[src/rtl/bt_tx_arbiter.sv]
// bt_tx_arbiter
// Round-robin arbiter that shares the single UART transmit channel to the
// RN41 Bluetooth module among NUM_REQ byte producers. The arbiter grants one
// requester at a time and launches that byte with a one-cycle transmit
// strobe. It then follows the UART busy flag until the byte has left, and
// optionally inserts an idle gap before the next grant. If the UART never
// raises is_transmitting, the byte is dropped and tx_err pulses for one cycle.
// All outputs are registered.

module bt_tx_arbiter #(
    parameter int NUM_REQ       = 3,
    parameter int START_TIMEOUT = 16,
    parameter int GAP_CYCLES    = 0
) (
    input  logic                   clk,
    input  logic                   rst,
    input  logic [NUM_REQ-1:0]     req,
    input  logic [8*NUM_REQ-1:0]   req_byte,
    output logic [NUM_REQ-1:0]     ack,
    output logic                   transmit,
    output logic [7:0]             tx_byte,
    input  logic                   is_transmitting,
    output logic                   busy,
    output logic [2:0]             grant_id,
    output logic                   tx_err
);

    // ------------------------------------------------------------------
    // State encoding
    // ------------------------------------------------------------------
    localparam logic [2:0] ST_IDLE       = 3'd0;
    localparam logic [2:0] ST_LAUNCH     = 3'd1;
    localparam logic [2:0] ST_WAIT_START = 3'd2;
    localparam logic [2:0] ST_WAIT_DONE  = 3'd3;
    localparam logic [2:0] ST_GAP        = 3'd4;

    // The counter value at which the UART is declared dead.
    localparam logic [7:0] TMO_LIMIT = 8'(START_TIMEOUT);

    // GAP always lasts at least one cycle. With GAP_CYCLES = g > 0 it lasts
    // g cycles, so the exit happens when the counter reaches g-1.
    localparam logic [7:0] GAP_LAST  = (GAP_CYCLES == 0) ? 8'd0 : 8'(GAP_CYCLES - 1);

    // Highest requester index. The pointer wraps to 0 after this index.
    localparam logic [2:0] LAST_IDX  = 3'(NUM_REQ - 1);

    // ------------------------------------------------------------------
    // Helpers
    // ------------------------------------------------------------------

    // Round-robin search starting at pointer p and wrapping modulo NUM_REQ.
    // Result is {found, index}. The loop runs from the farthest candidate to
    // the nearest, so the nearest asserted request is the last one written
    // and therefore wins.
    function automatic logic [3:0] rr_pick(
        input logic [NUM_REQ-1:0] r,
        input logic [2:0]         p
    );
        logic [3:0] res;
        int         idx;
        res = 4'd0;
        for (int k = NUM_REQ - 1; k >= 0; k--) begin
            idx = (int'(p) + k) % NUM_REQ;
            if (r[idx]) begin
                res = {1'b1, 3'(idx)};
            end else begin
                res = res;
            end
        end
        return res;
    endfunction

    // One-hot vector with bit i set (i < NUM_REQ).
    function automatic logic [NUM_REQ-1:0] one_hot(input logic [2:0] i);
        logic [NUM_REQ-1:0] oh;
        for (int j = 0; j < NUM_REQ; j++) begin
            oh[j] = (3'(j) == i);
        end
        return oh;
    endfunction

    // Pointer value after a grant to index i.
    function automatic logic [2:0] next_ptr(input logic [2:0] i);
        logic [2:0] n;
        if (i >= LAST_IDX) begin
            n = 3'd0;
        end else begin
            n = i + 3'd1;
        end
        return n;
    endfunction

    // ------------------------------------------------------------------
    // Registers and their next-state values
    // ------------------------------------------------------------------
    logic [2:0]         state_r,    state_s;
    logic [2:0]         ptr_r,      ptr_s;
    logic [7:0]         tx_byte_r,  tx_byte_s;
    logic [2:0]         grant_id_r, grant_id_s;
    logic [NUM_REQ-1:0] ack_r,      ack_s;
    logic               transmit_r, transmit_s;
    logic               tx_err_r,   tx_err_s;
    logic               busy_r,     busy_s;
    logic [7:0]         tmo_cnt_r,  tmo_cnt_s;
    logic [7:0]         gap_cnt_r,  gap_cnt_s;

    // Arbitration result for the current cycle. It is only used in IDLE.
    logic [3:0]         pick_s;
    logic               found_s;
    logic [2:0]         win_s;
    logic [7:0]         win_byte_s;
    logic [7:0]         tmo_inc_s;

    assign pick_s     = rr_pick(req, ptr_r);
    assign found_s    = pick_s[3];
    assign win_s      = pick_s[2:0];
    assign win_byte_s = req_byte[8*int'(win_s) +: 8];
    assign tmo_inc_s  = tmo_cnt_r + 8'd1;

    // Next-state logic. Registered outputs are computed one cycle ahead, so a
    // grant in IDLE raises transmit and ack during the LAUNCH cycle.
    always_comb begin
        state_s    = state_r;
        ptr_s      = ptr_r;
        tx_byte_s  = tx_byte_r;
        grant_id_s = grant_id_r;
        ack_s      = {NUM_REQ{1'b0}};
        transmit_s = 1'b0;
        tx_err_s   = 1'b0;
        tmo_cnt_s  = tmo_cnt_r;
        gap_cnt_s  = gap_cnt_r;

        case (state_r)
            ST_IDLE: begin
                if (found_s) begin
                    // Latch the winner's byte now. Later req_byte changes do not affect it.
                    state_s    = ST_LAUNCH;
                    tx_byte_s  = win_byte_s;
                    grant_id_s = win_s;
                    ptr_s      = next_ptr(win_s);
                    ack_s      = one_hot(win_s);
                    transmit_s = 1'b1;
                end else begin
                    state_s    = ST_IDLE;
                end
            end

            ST_LAUNCH: begin
                // Strobe and ack are high in this cycle. Arm the start timeout.
                tmo_cnt_s = 8'd0;
                state_s   = ST_WAIT_START;
            end

            ST_WAIT_START: begin
                if (is_transmitting) begin
                    state_s = ST_WAIT_DONE;
                end else begin
                    tmo_cnt_s = tmo_inc_s;
                    if (tmo_inc_s == TMO_LIMIT) begin
                        // UART never started. Drop the byte; the requester was already acked.
                        tx_err_s  = 1'b1;
                        gap_cnt_s = 8'd0;
                        state_s   = ST_GAP;
                    end else begin
                        state_s   = ST_WAIT_START;
                    end
                end
            end

            ST_WAIT_DONE: begin
                if (!is_transmitting) begin
                    gap_cnt_s = 8'd0;
                    state_s   = ST_GAP;
                end else begin
                    state_s   = ST_WAIT_DONE;
                end
            end

            ST_GAP: begin
                if (gap_cnt_r >= GAP_LAST) begin
                    gap_cnt_s = 8'd0;
                    state_s   = ST_IDLE;
                end else begin
                    gap_cnt_s = gap_cnt_r + 8'd1;
                    state_s   = ST_GAP;
                end
            end

            default: begin
                // Unreachable encodings recover to a clean idle.
                state_s   = ST_IDLE;
                tmo_cnt_s = 8'd0;
                gap_cnt_s = 8'd0;
            end
        endcase

        busy_s = (state_s != ST_IDLE);
    end

    // State and output registers, with synchronous reset to the idle values.
    always_ff @(posedge clk) begin
        if (rst) begin
            state_r    <= ST_IDLE;
            ptr_r      <= 3'd0;
            tx_byte_r  <= 8'd0;
            grant_id_r <= 3'd0;
            ack_r      <= {NUM_REQ{1'b0}};
            transmit_r <= 1'b0;
            tx_err_r   <= 1'b0;
            busy_r     <= 1'b0;
            tmo_cnt_r  <= 8'd0;
            gap_cnt_r  <= 8'd0;
        end else begin
            state_r    <= state_s;
            ptr_r      <= ptr_s;
            tx_byte_r  <= tx_byte_s;
            grant_id_r <= grant_id_s;
            ack_r      <= ack_s;
            transmit_r <= transmit_s;
            tx_err_r   <= tx_err_s;
            busy_r     <= busy_s;
            tmo_cnt_r  <= tmo_cnt_s;
            gap_cnt_r  <= gap_cnt_s;
        end
    end

    assign ack      = ack_r;
    assign transmit = transmit_r;
    assign tx_byte  = tx_byte_r;
    assign busy     = busy_r;
    assign grant_id = grant_id_r;
    assign tx_err   = tx_err_r;

endmodule

[config.mk]
export PLATFORM = sky130hd
export DESIGN_NAME = bt_tx_arbiter
export DESIGN_NICKNAME = d
export VERILOG_FILES = /design/src/rtl/bt_tx_arbiter.sv
export SDC_FILE = /design/constraint.sdc
export NUM_CORES = 1
export LEC_CHECK = 0
export ABC_AREA = 1
export ABC_CLOCK_PERIOD_IN_PS = 6350
export CAP_MARGIN = 15
export CORE_UTILIZATION = 33
export CTS_CLUSTER_DIAMETER = 80
export DETAILED_ROUTE_END_ITERATION = 6
export PLACE_DENSITY = 0.63
export SYNTH_ARGS = -nofsm -noshare
export SYNTH_HDL_FRONTEND = slang
export SYNTH_SLANG_ARGS = --single-unit
export TNS_END_PERCENT = 10
[constraint.sdc]
create_clock -name clk -period 6.35 [get_ports clk]
set_input_delay 1.27 -clock clk [delete_from_list [all_inputs] [get_ports clk]]
set_output_delay 1.27 -clock clk [all_outputs]
set_load 0.01 [all_outputs]
==> flow_summary.json, run 1 <==
{
  "wl_per_cell_um": 10.9,
  "final_layout_size_suffix_gt1_frac": 0.150,
  "reg2reg_slack_ns": 2.15,
  "htreeDepth": 2,
  "status": "completed",
  "crit_path_start_kind": "flop",
  "critical_path.cell_chain": "ha_1 > inv_1 > nand2_2 > nand2_2 > nor2_2 > ha_1 > inv_1 > ha_1 > inv_1 > nor2_1 > nand3_1 > nand2_2 > nand3_1 > nand3_1 > nand3_2 > nand2_4 > nand2_2 > a21oi_2 > inv_2 > ha_1 > nor2_2 > nand3_1 > a21oi_1",
  "synth_area_leader_cell": "sky130_fd_sc_hd__dfxtp_1",
  "core_area_um2": 6980,
  "die_height_um": 88.0,
  "synth-edff-count": 0,
  "clkLatencyLatePin_ns": 0.28,
  "synthDistinctLibCells": 33,
  "first_iter_violations": 87,
  "placement.io_buffers": 46,
  "remaining_design_rule_violation_count": 0,
  "slew_violations": 0,
  "total_cts_buffers": 5,
  "finalSetupViolCount": 0,
  "fp-row-count": 30,
  "die-area_um2": 7740,
  "clock_tree.root_cell": "sky130_fd_sc_hd__clkbuf_8",
  "grt_use_total": 0.148,
  "timing.rr.start": "ptr_r[0]",
  "register_area_um2": 621,
  "routed-via-count": 2198,
  "worstSetupPathType": "reg2reg",
  "synthesized_area_divided_by_synthesized_cell_count_um2": 7.05,
  "dp_hpwl_um": 4220,
  "num_antenna_cells": 0,
  "timing.hold.ws_ns": 0.466,
  "place_congestion": 0.848,
  "maxCapViolations": 0,
  "yosysWarnings": 0,
  "number_of_fill_cells_in_the_layout": 731,
  "post_synth_inst_count": 346,
  "tritoncts_num_sinks": 31,
  "number_of_synthesized_register_bits": 31,
  "reg_clk_slew_reported_paths_ns": 0.07,
  "slew-limit-headroom": 0.501,
  "grt_first_pass_wirelength_um": 9100,
  "power.leakage_nw": 1.42,
  "hp-class": "reg2reg",
  "synth-main-ff-cell": "sky130_fd_sc_hd__dfxtp_1",
  "fin_nets": 444,
  "worst-endpoint-required_ns": 6.57,
  "worst-endpoint-arrival_ns": 4.41,
  "ctsLongestPathBuffers": 2,
  "area_growth_pct": 25.3,
  "cts_hold_repair.buffers": 0,
  "layout_min_cycle_time_ns": 4.20,
  "most_numerous_cell_in_the_yosys_netlist": "sky130_fd_sc_hd__nand2_1",
  "cp_max_fo": 13,
  "post_synth_top_area_share": 0.254,
  "whs_endpoint": "tmo_cnt_r[6]",
  "timing.hold.worst.start": "tmo_cnt_r[6]",
  "routed_wl_um": 5340,
  "timing.critical_path.slowest_stage_cell": "sky130_fd_sc_hd__dfxtp_1",
  "antenna_found_initial": 0,
  "initial_core_util": 0.349,
  "tritoncts": "done",
  "max_freq_mhz": 238,
  "tns_ns": 0,
  "power_density_nw_per_um2": 404,
  "via_per_inst": 4.49,
  "cts_post_setup_buffers_inserted": 0,
  "min_period_over_period": 0.661,
  "startpoint": "ptr_r[0]",
  "cpPeakStageDelay_ns": 0.68,
  "netlist_area_um2": 2440,
  "timing_worst_slew_pin_value_ns": 0.748,
  "postPlaceCellArea_um2": 2960,
  "pin_count": 47,
  "endpoint_kind": "flop",
  "final_area_um2": 3060,
  "globalRoute.totalOverflow": 0,
  "mappedNetlistNets": 398,
  "rr_worst_depth": 23,
  "rsz_0062_raised_after_global_routing": "no",
  "final_core_utilization": 0.438,
  "postSynth.asyncResetShare": 0,
  "total_area_of_multi_input_combinational_cells_um2": 1540,
  "ys_seq_area_frac": 0.254,
  "reg2reg_end": "ptr_r[2]",
  "synth.area.top_cells": "sky130_fd_sc_hd__dfxtp_1 25%, sky130_fd_sc_hd__nand2_1 12%, sky130_fd_sc_hd__ha_1 11%, sky130_fd_sc_hd__inv_1 7.8%, sky130_fd_sc_hd__nand3_1 6.8%",
  "hold-path-cell-count": 2,
  "final-hold-violation-count": 0,
  "detail-route-antenna-nets": 0,
  "via_count_of_the_first_global_routing_pass": 2069,
  "post_synth_most_frequent_cells": "75 x sky130_fd_sc_hd__nand2_1, 51 x sky130_fd_sc_hd__inv_1, 33 x sky130_fd_sc_hd__nand3_1",
  "fp.dieW_um": 88.0,
  "post_cts_resized": 0,
  "grt_max_degree": 27,
  "power.ir.vdd_worst_mv": 0.161,
  "fin_skew_ns": 0.0103,
  "detailedRoute.firstPassIterationCount": 4
}
-- how the worst max path moves through the flow --
stage | end | depth (start not counted)
floorplan | ptr_r[1] | 23
global placement | ptr_r[2] | 23
detailed placement | ptr_r[1] | 23
CTS | ptr_r[2] | 23
global route | ptr_r[0] | 23
finish | ptr_r[2] | 23
-- report_power, final --
part	switching [mW]	internal (mW)
sequential	0.0304	0.240
combinational	0.506	0.289
clock	0.0713	0.0988
total	0.607	0.628
-- layer usage --
| layer | routed length [um] | track usage | vias to the layer above |
|---|---|---|---|
| li1 | - | - | 1189 |
| met2 | 2310 | 0.238 | 60 |
| met5 | 0 | 0 | - |
| met4 | 61 | 0.0387 | 0 |
| met3 | 304 | 0.0358 | 8 |
| met1 | 2660 | 0.199 | 941 |
-- layout make-up --
class	instances	area share
timing repair buffer	47	0.153
sequential	31	0.203
tap	96	0.0393
multi-input combinational	250	0.502
inverter	57	0.0700
clock buffer	8	0.0327
-- critical path: cells and delay by family (launching register included) --
| family | cells | cell delay [ns] |
|---|---|---|
| flops | 1 | 0.68 |
| fa+ha+maj | 4 | 1.00 |
| simple gates | 13 | 1.30 |
| compound gates | 2 | 0.74 |
| buf+inv | 4 | 0.38 |
-- flip-flops by register name, summed over array words and instances (netlist names) --
signal	cells
tmo_cnt_r	8
tx_byte	8
ack	3
grant_id	3
ptr_r	3
state_r	3
busy	1
transmit	1
tx_err	1
-- layout by cell type, fill, tap and decap left out, types with 2 or more instances in the layout --
cell type / synthesis / final
sky130_fd_sc_hd__nor2_1: 25 / 25
sky130_fd_sc_hd__a21oi_2: 9 / 9
sky130_fd_sc_hd__nand4_1: 2 / 2
sky130_fd_sc_hd__nand2_2: 10 / 10
sky130_fd_sc_hd__clkdlybuf4s50_1: 0 / 46
sky130_fd_sc_hd__nand2_1: 75 / 75
sky130_fd_sc_hd__or2_2: 2 / 2
sky130_fd_sc_hd__nor2_2: 3 / 3
sky130_fd_sc_hd__nor3_1: 6 / 6
sky130_fd_sc_hd__nand2_4: 11 / 11
sky130_fd_sc_hd__xor2_1: 7 / 7
sky130_fd_sc_hd__clkinv_1: 2 / 2
sky130_fd_sc_hd__nor2_4: 2 / 2
sky130_fd_sc_hd__o211ai_1: 2 / 2
sky130_fd_sc_hd__o21ai_0: 7 / 7
sky130_fd_sc_hd__dfxtp_1: 31 / 31
sky130_fd_sc_hd__nand3_1: 33 / 33
sky130_fd_sc_hd__a21oi_1: 17 / 17
sky130_fd_sc_hd__clkbuf_8: 0 / 7
sky130_fd_sc_hd__inv_1: 51 / 51
sky130_fd_sc_hd__inv_2: 4 / 4
sky130_fd_sc_hd__ha_1: 21 / 21
sky130_fd_sc_hd__o21ai_1: 3 / 3
sky130_fd_sc_hd__nand3_2: 8 / 8
-- through the flow --
| step | std cells | setup slack, ns | total power [mW] |
|---|---|---|---|
| floorplan | 346 | 3.20 | 0.914 |
| global placement | 481 | 2.29 | 1.06 |
| detailed placement | 481 | 2.09 | 1.07 |
| CTS | 489 | 2.09 | 1.24 |
| global route | 489 | 1.63 | 1.36 |
| finish | 489 | 2.15 | 1.23 |
-- logic make-up (layout without fill, tap and decap cells) --
group / after synthesis / count (layout) / synth area share
xor gates and xnor gates: 7 / 7 / 0.0251
and+or+nand+nor: 180 / 180 / 0.385
AOI/OAI and AO/OA: 41 / 41 / 0.104
buffers and inverters: 65 / 112 / 0.116
DFF: 31 / 31 / 0.254
adders and majority gates: 22 / 22 / 0.116
No activity file was read; power rests on OpenSTA's default activity.
==> inputs of run 2 (changes only) <==
ABC_CLOCK_PERIOD_IN_PS = 3660   (was 6350)
PLACE_DENSITY = 0.65   (was 0.63)
clock period = 3.66 ns   (was 6.35 ns; I/O delays follow)
==> flow_summary.json, run 2 (synthesis gave the netlist of run 1 again) <==
{
  "status": "completed",
  "fin_nets": 447,
  "max_freq_mhz": 298,
  "die_height_um": 88.0,
  "min_period_over_period": 0.915,
  "tns_ns": 0,
  "timing.hold.ws_ns": 0.478,
  "die-area_um2": 7740,
  "slew-limit-headroom": 0.751,
  "grt_use_total": 0.147,
  "htreeDepth": 2,
  "routed-via-count": 2222,
  "remaining_design_rule_violation_count": 0,
  "path_buf_inv": 3,
  "globalRoute.totalOverflow": 0,
  "timing.hold.worst.start": "tx_byte[3]",
  "grt_first_pass_wirelength_um": 9070,
  "startpoint": "ptr_r[1]",
  "timing_worst_slew_pin_value_ns": 0.369,
  "seqPwrFrac": 0.206,
  "via_per_inst": 4.52,
  "postPlaceCellArea_um2": 2980,
  "rsz_0062_raised_after_global_routing": "no",
  "internal_power_mw": 1.18,
  "power.ir.vdd_worst_mv": 0.351,
  "cts_hold_repair.buffers": 0,
  "via_count_of_the_first_global_routing_pass": 2105,
  "share_clk_of_total_power": 0.155,
  "post_layout_worst_setup_margin_ns": 0.310,
  "placedCellCount": 484,
  "tritoncts": "done",
  "initial_core_util": 0.349,
  "antenna_found_initial": 0,
  "slew_violations": 0,
  "total_cts_buffers": 5,
  "endpoint_kind": "flop",
  "grt_max_degree": 27,
  "layout.cells.most_common": "sky130_fd_sc_hd__nand2_1",
  "cpPeakStageDelay_ns": 0.38,
  "final_layout_size_suffix_gt1_frac": 0.172,
  "worstSetupPathType": "reg2reg",
  "maxCapViolations": 0,
  "fp.dieW_um": 88.0,
  "clkLatencyLatePin_ns": 0.28,
  "final_area_um2": 3120,
  "final_cell_count_no_fill": 492,
  "dpl_worst_slack_ns": 0.172,
  "worst-endpoint-arrival_ns": 3.56,
  "ctsLongestPathBuffers": 2,
  "power_density_nw_per_um2": 723,
  "placement.io_buffers": 46,
  "timing.rr.start": "ptr_r[1]",
  "final_core_utilization": 0.446,
  "fin_skew_ns": 0.0101,
  "final_cell_mix": "75 x sky130_fd_sc_hd__nand2_1, 51 x sky130_fd_sc_hd__inv_1, 46 x sky130_fd_sc_hd__clkdlybuf4s50_1",
  "pin_count": 47,
  "first_iter_violations": 91,
  "clock_tree.root_cell": "sky130_fd_sc_hd__clkbuf_8",
  "crit_path_start_kind": "flop",
  "reg_clk_slew_reported_paths_ns": 0.07,
  "fp-row-count": 30,
  "detailedRoute.firstPassIterationCount": 4,
  "core_area_um2": 6980,
  "tritoncts_num_sinks": 31,
  "finalSetupViolCount": 0,
  "final-hold-violation-count": 0,
  "reg2reg_slack_ns": 0.31,
  "layout_min_cycle_time_ns": 3.35,
  "detail-route-antenna-nets": 0,
  "worst-endpoint-required_ns": 3.87,
  "net_switching_fraction_of_the_power": 0.477,
  "hp-class": "reg2reg",
  "num_antenna_cells": 0,
  "critical_path.cell_chain": "ha_1 > nand2_1 > nand2_2 > nor2_2 > ha_1 > inv_1 > ha_1 > inv_1 > nor2_1 > nand3_1 > nand2_2 > nand2_4 > o21ai_2 > nand3_2 > nand2_4 > nand2_2 > a21oi_2 > inv_2 > ha_1 > nor2_2 > nand3_1 > a21oi_1",
  "post-layout-total-power_mw": 2.25,
  "p_sw_mw": 1.07,
  "timing.critical_path.slowest_stage_cell": "sky130_fd_sc_hd__dfxtp_4",
  "place_congestion": 0.785,
  "portion_of_total_power_attributed_to_combinational_logic": 0.640,
  "power.leakage_nw": 1.44,
  "dp_hpwl_um": 4220,
  "critical-path-top-delay-family": "simple AND/OR/NAND/NOR gates",
  "routed_wl_um": 5280,
  "area_growth_pct": 27.7,
  "cp_max_fo": 11,
  "crit_top_cell": "sky130_fd_sc_hd__ha_1",
  "number_of_fill_cells_in_the_layout": 701,
  "wl_per_cell_um": 10.7
}
run 2: changes by cell type in the layout (fill, tap and decap cells not counted), sizes merged:
cell and delta:
clkbuf -2, inv +1, bufinv +1, buf +3
run 2: cell type report:
type | count | area [um2] | share of cell area
sequential | 31 | 627 | 0.201
clock inverter | 2 | 35.0 | 0.0112
inverter | 57 | 214 | 0.0687
tap | 96 | 120 | 0.0386
clock buffer | 6 | 82.6 | 0.0265
timing repair buffer | 50 | 490 | 0.157
multi-input combinational | 250 | 1550 | 0.496
run 2: timing repair:
| action | 4_1_cts | 5_1_grt |
|---|---|---|
| gates resized for setup | 0 | 7 |
| setup endpoints to repair | 0 | 5 |
| setup buffers | 0 | 0 |
run 2: final timing paths:
kind                              endpoint  cells after the start
worst max-delay path              ptr_r[2]                     22
worst min-delay path            tx_byte[3]                      2
worst max register to register    ptr_r[2]                     22
worst min register to register  tx_byte[3]                      2
run 2: power groups by stage:
stage	registers [mW]	logic, mW	clock network (mW)
global route	0.474	1.61	0.374
global placement	0.468	1.40	0
floorplan	0.486	1.10	0
finish	0.463	1.44	0.348
detailed placement	0.468	1.42	0
CTS	0.462	1.43	0.351
run 2: metal layers:
metal / vias up / wire, um / GRT usage
met1: 968 / 2650 / 0.193
met4: 0 / 63 / 0.0343
met2: 56 / 2320 / 0.241
li1: 1190 / - / -
met3: 8 / 249 / 0.0358
met5: - / 0 / 0
run 2: worst min-delay path, stage by stage, from the launching register on:
cell,delay (ns)
sky130_fd_sc_hd__dfxtp_1,0.31
sky130_fd_sc_hd__nand2_1,0.08
sky130_fd_sc_hd__a21oi_2,0.05
